<file path="config.mk">
export PLATFORM = sky130hd
export DESIGN_NAME = ifu_fetch
export DESIGN_NICKNAME = d
export VERILOG_FILES = /design/src/rtl/ifu_fetch_pkg.sv /design/src/rtl/ifu_fetch.sv
export SDC_FILE = /design/constraint.sdc
export NUM_CORES = 1
export LEC_CHECK = 0
export CAP_MARGIN = 25
export CORE_MARGIN = 1
export CORE_UTILIZATION = 36
export CTS_BUF_LIST = sky130_fd_sc_hd__clkbuf_4 sky130_fd_sc_hd__clkbuf_8
export DETAILED_ROUTE_END_ITERATION = 12
export PLACE_DENSITY = 0.95
export REMOVE_ABC_BUFFERS = 1
export SETUP_SLACK_MARGIN = 0.4
export SLEW_MARGIN = 20
export SYNTH_ARGS = -nofsm -noshare
export SYNTH_HDL_FRONTEND = slang
export SYNTH_SLANG_ARGS = --single-unit
</file>
<file path="constraint.sdc">
create_clock -name clk -period 1.55 [get_ports clk]
set_clock_uncertainty 0.2 [all_clocks]
set_input_delay 0.155 -clock clk [delete_from_list [all_inputs] [get_ports clk]]
set_output_delay 0.155 -clock clk [all_outputs]
set_load 0.005 [all_outputs]
</file>
<file path="src/rtl/ifu_fetch_pkg.sv">
// ifu_fetch_pkg: shared widths, NOP encoding and FSM state encoding for the fetch stage
package ifu_fetch_pkg;
  localparam int IFU_XLEN = 32;
  localparam logic [31:0] IFU_NOP_INST = 32'h0000_0013;
  typedef enum logic [2:0] {
    IDLE = 3'd0,
    REQ  = 3'd1,
    WAIT = 3'd2,
    HOLD = 3'd3,
    DROP = 3'd4
  } state_e;
endpackage

</file>
<file path="src/rtl/ifu_fetch.sv">
// ifu_fetch: single-outstanding instruction fetch with decode handshake and redirect flush
// Optional misaligned-PC trap enabled by defining IFU_MISALIGN_CHK_EN.
module ifu_fetch
  import ifu_fetch_pkg::*;
#(
  parameter int          XLEN     = IFU_XLEN,
  parameter logic [31:0] NOP_INST = IFU_NOP_INST
) (
  input  logic            clk,
  input  logic            rst,
  input  logic [XLEN-1:0] pc_in,
  output logic            pc_en,
  input  logic            flush,
  output logic            imem_req_valid,
  input  logic            imem_req_ready,
  output logic [XLEN-1:0] imem_req_addr,
  input  logic            imem_rsp_valid,
  input  logic [31:0]     imem_rsp_data,
  output logic            id_valid,
  input  logic            id_ready,
  output logic [31:0]     id_inst,
  output logic [XLEN-1:0] id_pc,
  output logic            id_misalign
);
  state_e      state_q, state_d;
  logic [31:0] inst_q, inst_d;
  logic        mis_q, mis_d;
  logic        mis_pc, fire;
`ifdef IFU_MISALIGN_CHK_EN
  assign mis_pc = |pc_in[1:0];
`else
  assign mis_pc = 1'b0;
`endif
  always_ff @(posedge clk) begin
    if (rst) begin
      state_q <= IDLE;
      inst_q  <= NOP_INST;
      mis_q   <= 1'b0;
    end else begin
      state_q <= state_d;
      inst_q  <= inst_d;
      mis_q   <= mis_d;
    end
  end
  // flush takes priority over every handshake completing in the same cycle
  always_comb begin
    state_d        = state_q;
    inst_d         = inst_q;
    mis_d          = mis_q;
    imem_req_valid = 1'b0;
    id_valid       = 1'b0;
    fire           = 1'b0;
    case (state_q)
      IDLE: state_d = REQ;
      REQ: begin
        if (mis_pc) begin
          state_d = flush ? REQ : HOLD;
          mis_d   = !flush;
          inst_d  = NOP_INST;
        end else begin
          imem_req_valid = 1'b1;
          state_d = imem_req_ready ? (flush ? DROP : WAIT) : REQ;
        end
      end
      WAIT: begin
        if (imem_rsp_valid) begin
          state_d = flush ? REQ : HOLD;
          inst_d  = flush ? inst_q : imem_rsp_data;
        end else if (flush) begin
          state_d = DROP;
        end
      end
      HOLD: begin
        id_valid = !flush;
        fire     = !flush && id_ready;
        if (flush || id_ready) begin
          state_d = REQ;
          mis_d   = 1'b0;
        end
      end
      DROP: state_d = imem_rsp_valid ? REQ : DROP;
      default: state_d = IDLE;
    endcase
  end
  assign pc_en         = fire | flush;
  assign imem_req_addr = pc_in;
  assign id_pc         = pc_in;
  assign id_inst       = (state_q == HOLD) ? inst_q : NOP_INST;
  assign id_misalign   = mis_q;
endmodule

</file>
==> results of run 1 <==
kinds of logic (layout without fill, tap and decap cells):
logic type      Yosys count  in the layout  share of synthesized area (%)
flops                    35             35                           29.2
mux                      33             33                           13.8
buf+inv                  83            117                           25.8
other cells               1              1                          0.156
simple gates            110            110                           28.4
compound gates            7              7                           2.56
routing by layer:
metal  share of wire, %  vias up
met5               0.64        -
met4               0.17        2
met3                 18        4
met2                 45      140
met1                 36      909
li1                   -      875
state kept, by name, summed over array words and instances, names as in the netlist:
signal and cells:
state_q 3, inst_q 32
how the worst max path moves through the flow:
stage	start	slack, ps	to	cells after the start
final	state_q[2]	-320	id_inst[31]	6
after global routing	state_q[2]	-380	id_inst[10]	6
after CTS	state_q[2]	-330	id_inst[8]	6
after detailed placement	state_q[2]	-210	id_valid	4
after global placement	state_q[2]	-180	id_inst[22]	4
after floorplan	state_q[1]	-350	inst_q[0]	3
cell usage in the layout, fill, tap and decap left out, types with 7 or more instances in the layout:
cell type,n
and3_1,18
and3_4,13
buf_12,7
buf_2,14
buf_4,9
buf_6,28
clkdlybuf4s15_2,7
clkdlybuf4s50_1,35
dfxtp_1,33
mux2i_1,33
nand2b_1,59
report_power, final:
part / leakage [uW] / switching [uW] / internal, uW
registers: 0.000283 / 5.64 / 908
clock network: 0.0000612 / 331 / 521
logic: 0.00104 / 170 / 290
stage by stage:
stage               util [%]  hold slack [ps]
floorplan                  -             23.9
global placement        42.1              110
detailed placement      42.1              110
CTS                     50.2              110
global route            52.9              110
finish                  52.9              110
area by class of cell:
class / instances / area share (%)
well taps: 77 / 2.85
clock inverters: 2 / 1.04
repair buffers: 109 / 36.1
clock buffers: 6 / 2.44
multi-input cells: 151 / 36.8
flip-flops and latches: 35 / 20.8
cell usage after synthesis:
master     instances  area, um2
nand2b_1          62        388
mux2i_1           33        330
a22oi_1            1       7.51
a2111oi_0          1       8.76
nor2b_4            1       13.8
buf_4             65        488
and3_4             1       11.3
o21a_1             2       15.0
and2_1             1       6.26
nor2_1             7       26.3
buf_6              2       22.5
a2111oi_2          1       15.0
dfxtp_1           35        701
nor2b_1            4       25.0
and3_1            30        188
conb_1             1       3.75
clkbuf_1          13       48.8
buf_12             3       60.1
and2b_2            1       8.76
a21o_1             1       7.51
o21bai_1           1       7.51
nor4_1             1       6.26
nand3_1            1       5.00
nand2_1            1       3.75
repair_timing:
action	in CTS	in global routing
setup endpoints to repair	70	70
gates cloned	6	0
gates resized for setup	181	21
pin swaps	10	4
setup buffers	14	9
==> flow_metrics.env, run 1 <==
export IMPL_cp_top_family="simple AND/OR/NAND/NOR gates"
export IMPL_seq_area_um2=703
export IMPL_globalRouteOverflowTotal=0
export IMPL_die_area_um2=6990
export IMPL_cts_path_max_buffers=2
export IMPL_holdCritStartpoint="pc_in[3]"
export IMPL_num_antenna_cells=0
export IMPL_dr_pass1_iters=4
export IMPL_tightest_slew_ps=877
export IMPL_place_area_um2=2690
export IMPL_netlist_area_um2=2400
export IMPL_total_power_uw=2230
export IMPL_ir_worst_vdd_uv=411
export IMPL_h_tree_depth=2
export IMPL_layout_min_cycle_time_ps=1870
export IMPL_violations="setup timing"
export IMPL_cp_max_fo=8
export IMPL_drc=0
export IMPL_wl_per_cell_um=22.1
export IMPL_status="finished with violations"
export IMPL_crit_type="reg2out"
export IMPL_die_width_um=83.6
export IMPL_postSynthCellCount=269
export IMPL_use_met2_pct=35.8
export IMPL_worst_slack_ps=-320
export IMPL_via_per_inst=5.08
export IMPL_final_area_um2=3380
export IMPL_multiInputGateArea_um2=1240
export IMPL_clk_latency_ps=280
export IMPL_finalCritPeriodShare_pct=121
export IMPL_grt_pass1_wl_mm=12.2
export IMPL_cts_root_buffer="clkbuf_8"
export IMPL_top_usage_layer="met2"
export IMPL_yosysWarningCount=0
export IMPL_grt_max_degree=68
export IMPL_hpwl_mm=5.63
export IMPL_hold_buffers=0
export IMPL_hold_viol=0
export IMPL_antenna_found_initial=0
export IMPL_slew_headroom_pct=41.5
export IMPL_cpMostUsedCell="buf_6"
export IMPL_whs_endpoint="imem_req_addr[3]"
export IMPL_maxCapViolCount=0
export IMPL_clk_pin_slew_ps=70
export IMPL_max_freq_ghz=0.535
export IMPL_io_buffers=72
export IMPL_grt_pass1_vias=1932
export IMPL_drt_iter0_drc=53
export IMPL_drive_gt1_share_pct=36.3
export IMPL_grt_total_usage_pct=23.6
export IMPL_place_congestion=0.820
export IMPL_setup_tns_ps=-9350
export IMPL_io_pin_count=170
export IMPL_setup_viol=65
export IMPL_met3_usage_pct=21.0
export IMPL_worstReg2RegStart="state_q[2]"
export IMPL_dpl_cell_count=343
export IMPL_area_delta_synth_final_pct=41.0
export IMPL_cp_start_kind="flip-flop"
export IMPL_seq_area_frac_synth_pct=29.2
export IMPL_p_leak_uw=0.00139
export IMPL_slowest_stage="dfxtp_2"
export IMPL_synth_seq_cells=35
export IMPL_end_kind="primary output"
export IMPL_drtAntennaViolNets=0
export IMPL_rr_worst_depth=6
export IMPL_coreArea_um2=6390
export IMPL_instances_no_fill=380
export IMPL_n_fill_cell=544
export IMPL_path_buf_inv=4
export IMPL_whs_path_depth=0
export IMPL_vias=1930
export IMPL_numClockSinks=35
export IMPL_nNetsFinal=372
export IMPL_rsz0062_at_grt="yes"
export IMPL_r2r_end="state_q[2]"
export IMPL_initial_core_util_pct=37.5
export IMPL_totalWireLength_mm=8.41
export IMPL_worstPathCellList="and2b_4 -> buf_12 -> buf_6 -> buf_16 -> and3_4 -> buf_6"
export IMPL_r2r_slack_ps=-90
export IMPL_grtUsageMet1_pct=24.7
export IMPL_die_h_um=83.6
export IMPL_critPathArrivalTime_ps=1510
export IMPL_rows=29
export IMPL_power_density_nw_per_um2=658
export IMPL_slew_violations=0
export IMPL_hp_class="in2out"
export IMPL_required_ps=1190
export IMPL_avgSynthCellArea_um2=8.91
export IMPL_cts_buffers=5
export IMPL_synth_distinct_cells=24
export IMPL_cts_tree="done"
export IMPL_place_ws_ps=-208
export IMPL_critical_path_max_stage_delay_ps=320
No activity file was read; power rests on OpenSTA's default activity.
==> run 2, diff against run 1 <==
--- a/config.mk
+++ b/config.mk
@@ -11,7 +11,6 @@
 export CTS_BUF_LIST = sky130_fd_sc_hd__clkbuf_4 sky130_fd_sc_hd__clkbuf_8
 export DETAILED_ROUTE_END_ITERATION = 12
 export PLACE_DENSITY = 0.95
-export REMOVE_ABC_BUFFERS = 1
 export SETUP_SLACK_MARGIN = 0.4
 export SLEW_MARGIN = 20
 export SYNTH_ARGS = -nofsm -noshare
==> flow_metrics.env, run 2 (synthesis results as in run 1) <==
export IMPL_grt_pass1_wl_mm=10.1
export IMPL_end_kind="primary output"
export IMPL_grt_total_usage_pct=18.2
export IMPL_hpwl_mm=3.50
export IMPL_cts_buffers=5
export IMPL_place_area_um2=2940
export IMPL_setup_tns_ps=-10170
export IMPL_instances_no_fill=384
export IMPL_clk_latency_ps=280
export IMPL_die_area_um2=6990
export IMPL_status="finished with violations"
export IMPL_crit_type="reg2out"
export IMPL_p_leak_uw=0.00138
export IMPL_io_pin_count=170
export IMPL_n_fill_cell=537
export IMPL_hold_buffers=0
export IMPL_vias=1801
export IMPL_cts_path_max_buffers=2
export IMPL_switching_share_pct=24.3
export IMPL_dr_pass1_iters=4
export IMPL_use_met2_pct=34.0
export IMPL_die_width_um=83.6
export IMPL_grtUsageMet1_pct=19.7
export IMPL_die_h_um=83.6
export IMPL_power_switching_uw=511
export IMPL_drive_gt1_share_pct=43.0
export IMPL_cp_start_kind="flip-flop"
export IMPL_cp_max_fo=7
export IMPL_critPathArrivalTime_ps=1510
export IMPL_numClockSinks=35
export IMPL_utilization_pct=56.0
export IMPL_p_clk_share_pct=33.6
export IMPL_hold_viol=0
export IMPL_cts_tree="done"
export IMPL_final_area_um2=3580
export IMPL_power_density_nw_per_um2=588
export IMPL_hp_class="in2reg"
export IMPL_nNetsFinal=376
export IMPL_globalRouteOverflowTotal=0
export IMPL_top_usage_layer="met2"
export IMPL_via_per_inst=4.69
export IMPL_totalWireLength_mm=6.11
export IMPL_antenna_found_initial=0
export IMPL_largest_reg_flops=32
export IMPL_pwr_share_comb_pct=22.9
export IMPL_drtAntennaViolNets=0
export IMPL_power_internal_uw=1590
export IMPL_required_ps=1190
export IMPL_maxCapViolCount=0
export IMPL_area_delta_synth_final_pct=49.2
export IMPL_layout_min_cycle_time_ps=1870
export IMPL_h_tree_depth=2
export IMPL_io_buffers=72
export IMPL_met3_usage_pct=5.14
export IMPL_fin_hold_ws_ps=52.5
export IMPL_cts_root_buffer="clkbuf_8"
export IMPL_slew_violations=0
export IMPL_setup_viol=61
export IMPL_num_antenna_cells=0
export IMPL_finalCritPeriodShare_pct=120
export IMPL_clk_pin_slew_ps=80
export IMPL_violations="setup timing"
export IMPL_worst_slack_ps=-316
export IMPL_top_regs="inst_q (32), state_q (3)"
export IMPL_syn_nets=339
export IMPL_grt_max_degree=49
export IMPL_regMostFlops="inst_q"
export IMPL_grt_pass1_vias=2066
export IMPL_drc=0
export IMPL_dpl_cell_count=351
export IMPL_rows=29
export IMPL_max_freq_ghz=0.536
export IMPL_initial_core_util_pct=37.5
export IMPL_seqPwrFrac_pct=43.4
export IMPL_rsz0062_at_grt="yes"
export IMPL_place_congestion=0.786
export IMPL_final_common_cell="nand2b_1"
export IMPL_coreArea_um2=6390
export IMPL_wl_per_cell_um=15.9
export IMPL_final_cell_mix="nand2b_1, buf_6, clkdlybuf4s50_1, dfxtp_1, mux2i_1"
export IMPL_drt_iter0_drc=53
export IMPL_ir_worst_vdd_uv=416
run 2: final cells by class:
cell class	instances	area [um2]	area share, %
Timing Repair Buffer	113	1340	37.6
Multi-Input combinational cell	151	1330	37.2
Sequential cell	35	709	19.8
Tap cell	77	96.3	2.69
Clock buffer	7	90.1	2.52
Clock inverter	1	5.00	0.140
run 2: path summary, 6_finish.rpt:
check,start,to,slack [ps],cells past startpoint
setup / recovery,state_q[2],id_inst[12],-320,6
hold / removal,rst,state_q[0],50,2
setup reg to reg,state_q[2],state_q[2],-210,7
hold reg to reg,inst_q[29],inst_q[29],270,2
run 2: metrics by stage:
step | setup slack (ps) | power (uW)
2_1_floorplan | 142 | 1220
5_1_grt | -364 | 2200
6_report | -316 | 2100
4_1_cts | -335 | 2120
3_5_place_dp | -271 | 1240
3_3_place_gp | -204 | 1230
run 2: timing repair:
| action | CTS | global route |
|---|---|---|
| resized for setup | 212 | 7 |
| buffers inserted | 19 | 1 |
| setup endpoints to repair | 70 | 70 |
| pin swaps | 11 | 2 |
| gates cloned | 5 | 0 |
run 2: critical path: stages, from the launching register on:
cell	delay, ps
dfxtp_2	320
and2b_4	300
buf_12	120
buf_12	100
buf_8	120
and3_4	180
buf_6	90
run 2: power groups by stage:
stage / combinational (uW) / sequential, uW / clock (uW)
2_1_floorplan: 280 / 938 / 0
3_3_place_gp: 299 / 935 / 0
3_5_place_dp: 304 / 936 / 0
4_1_cts: 474 / 912 / 738
5_1_grt: 515 / 914 / 773
6_report: 483 / 913 / 708
run 2: layer usage:
layer  up-vias  wire length (um)  share of wire (%)
li1        881                 -                  -
met3        16               413                6.8
met1       834              2400                 39
met5         -                 0                  0
met4         0                76                1.2
met2        70              3210                 53
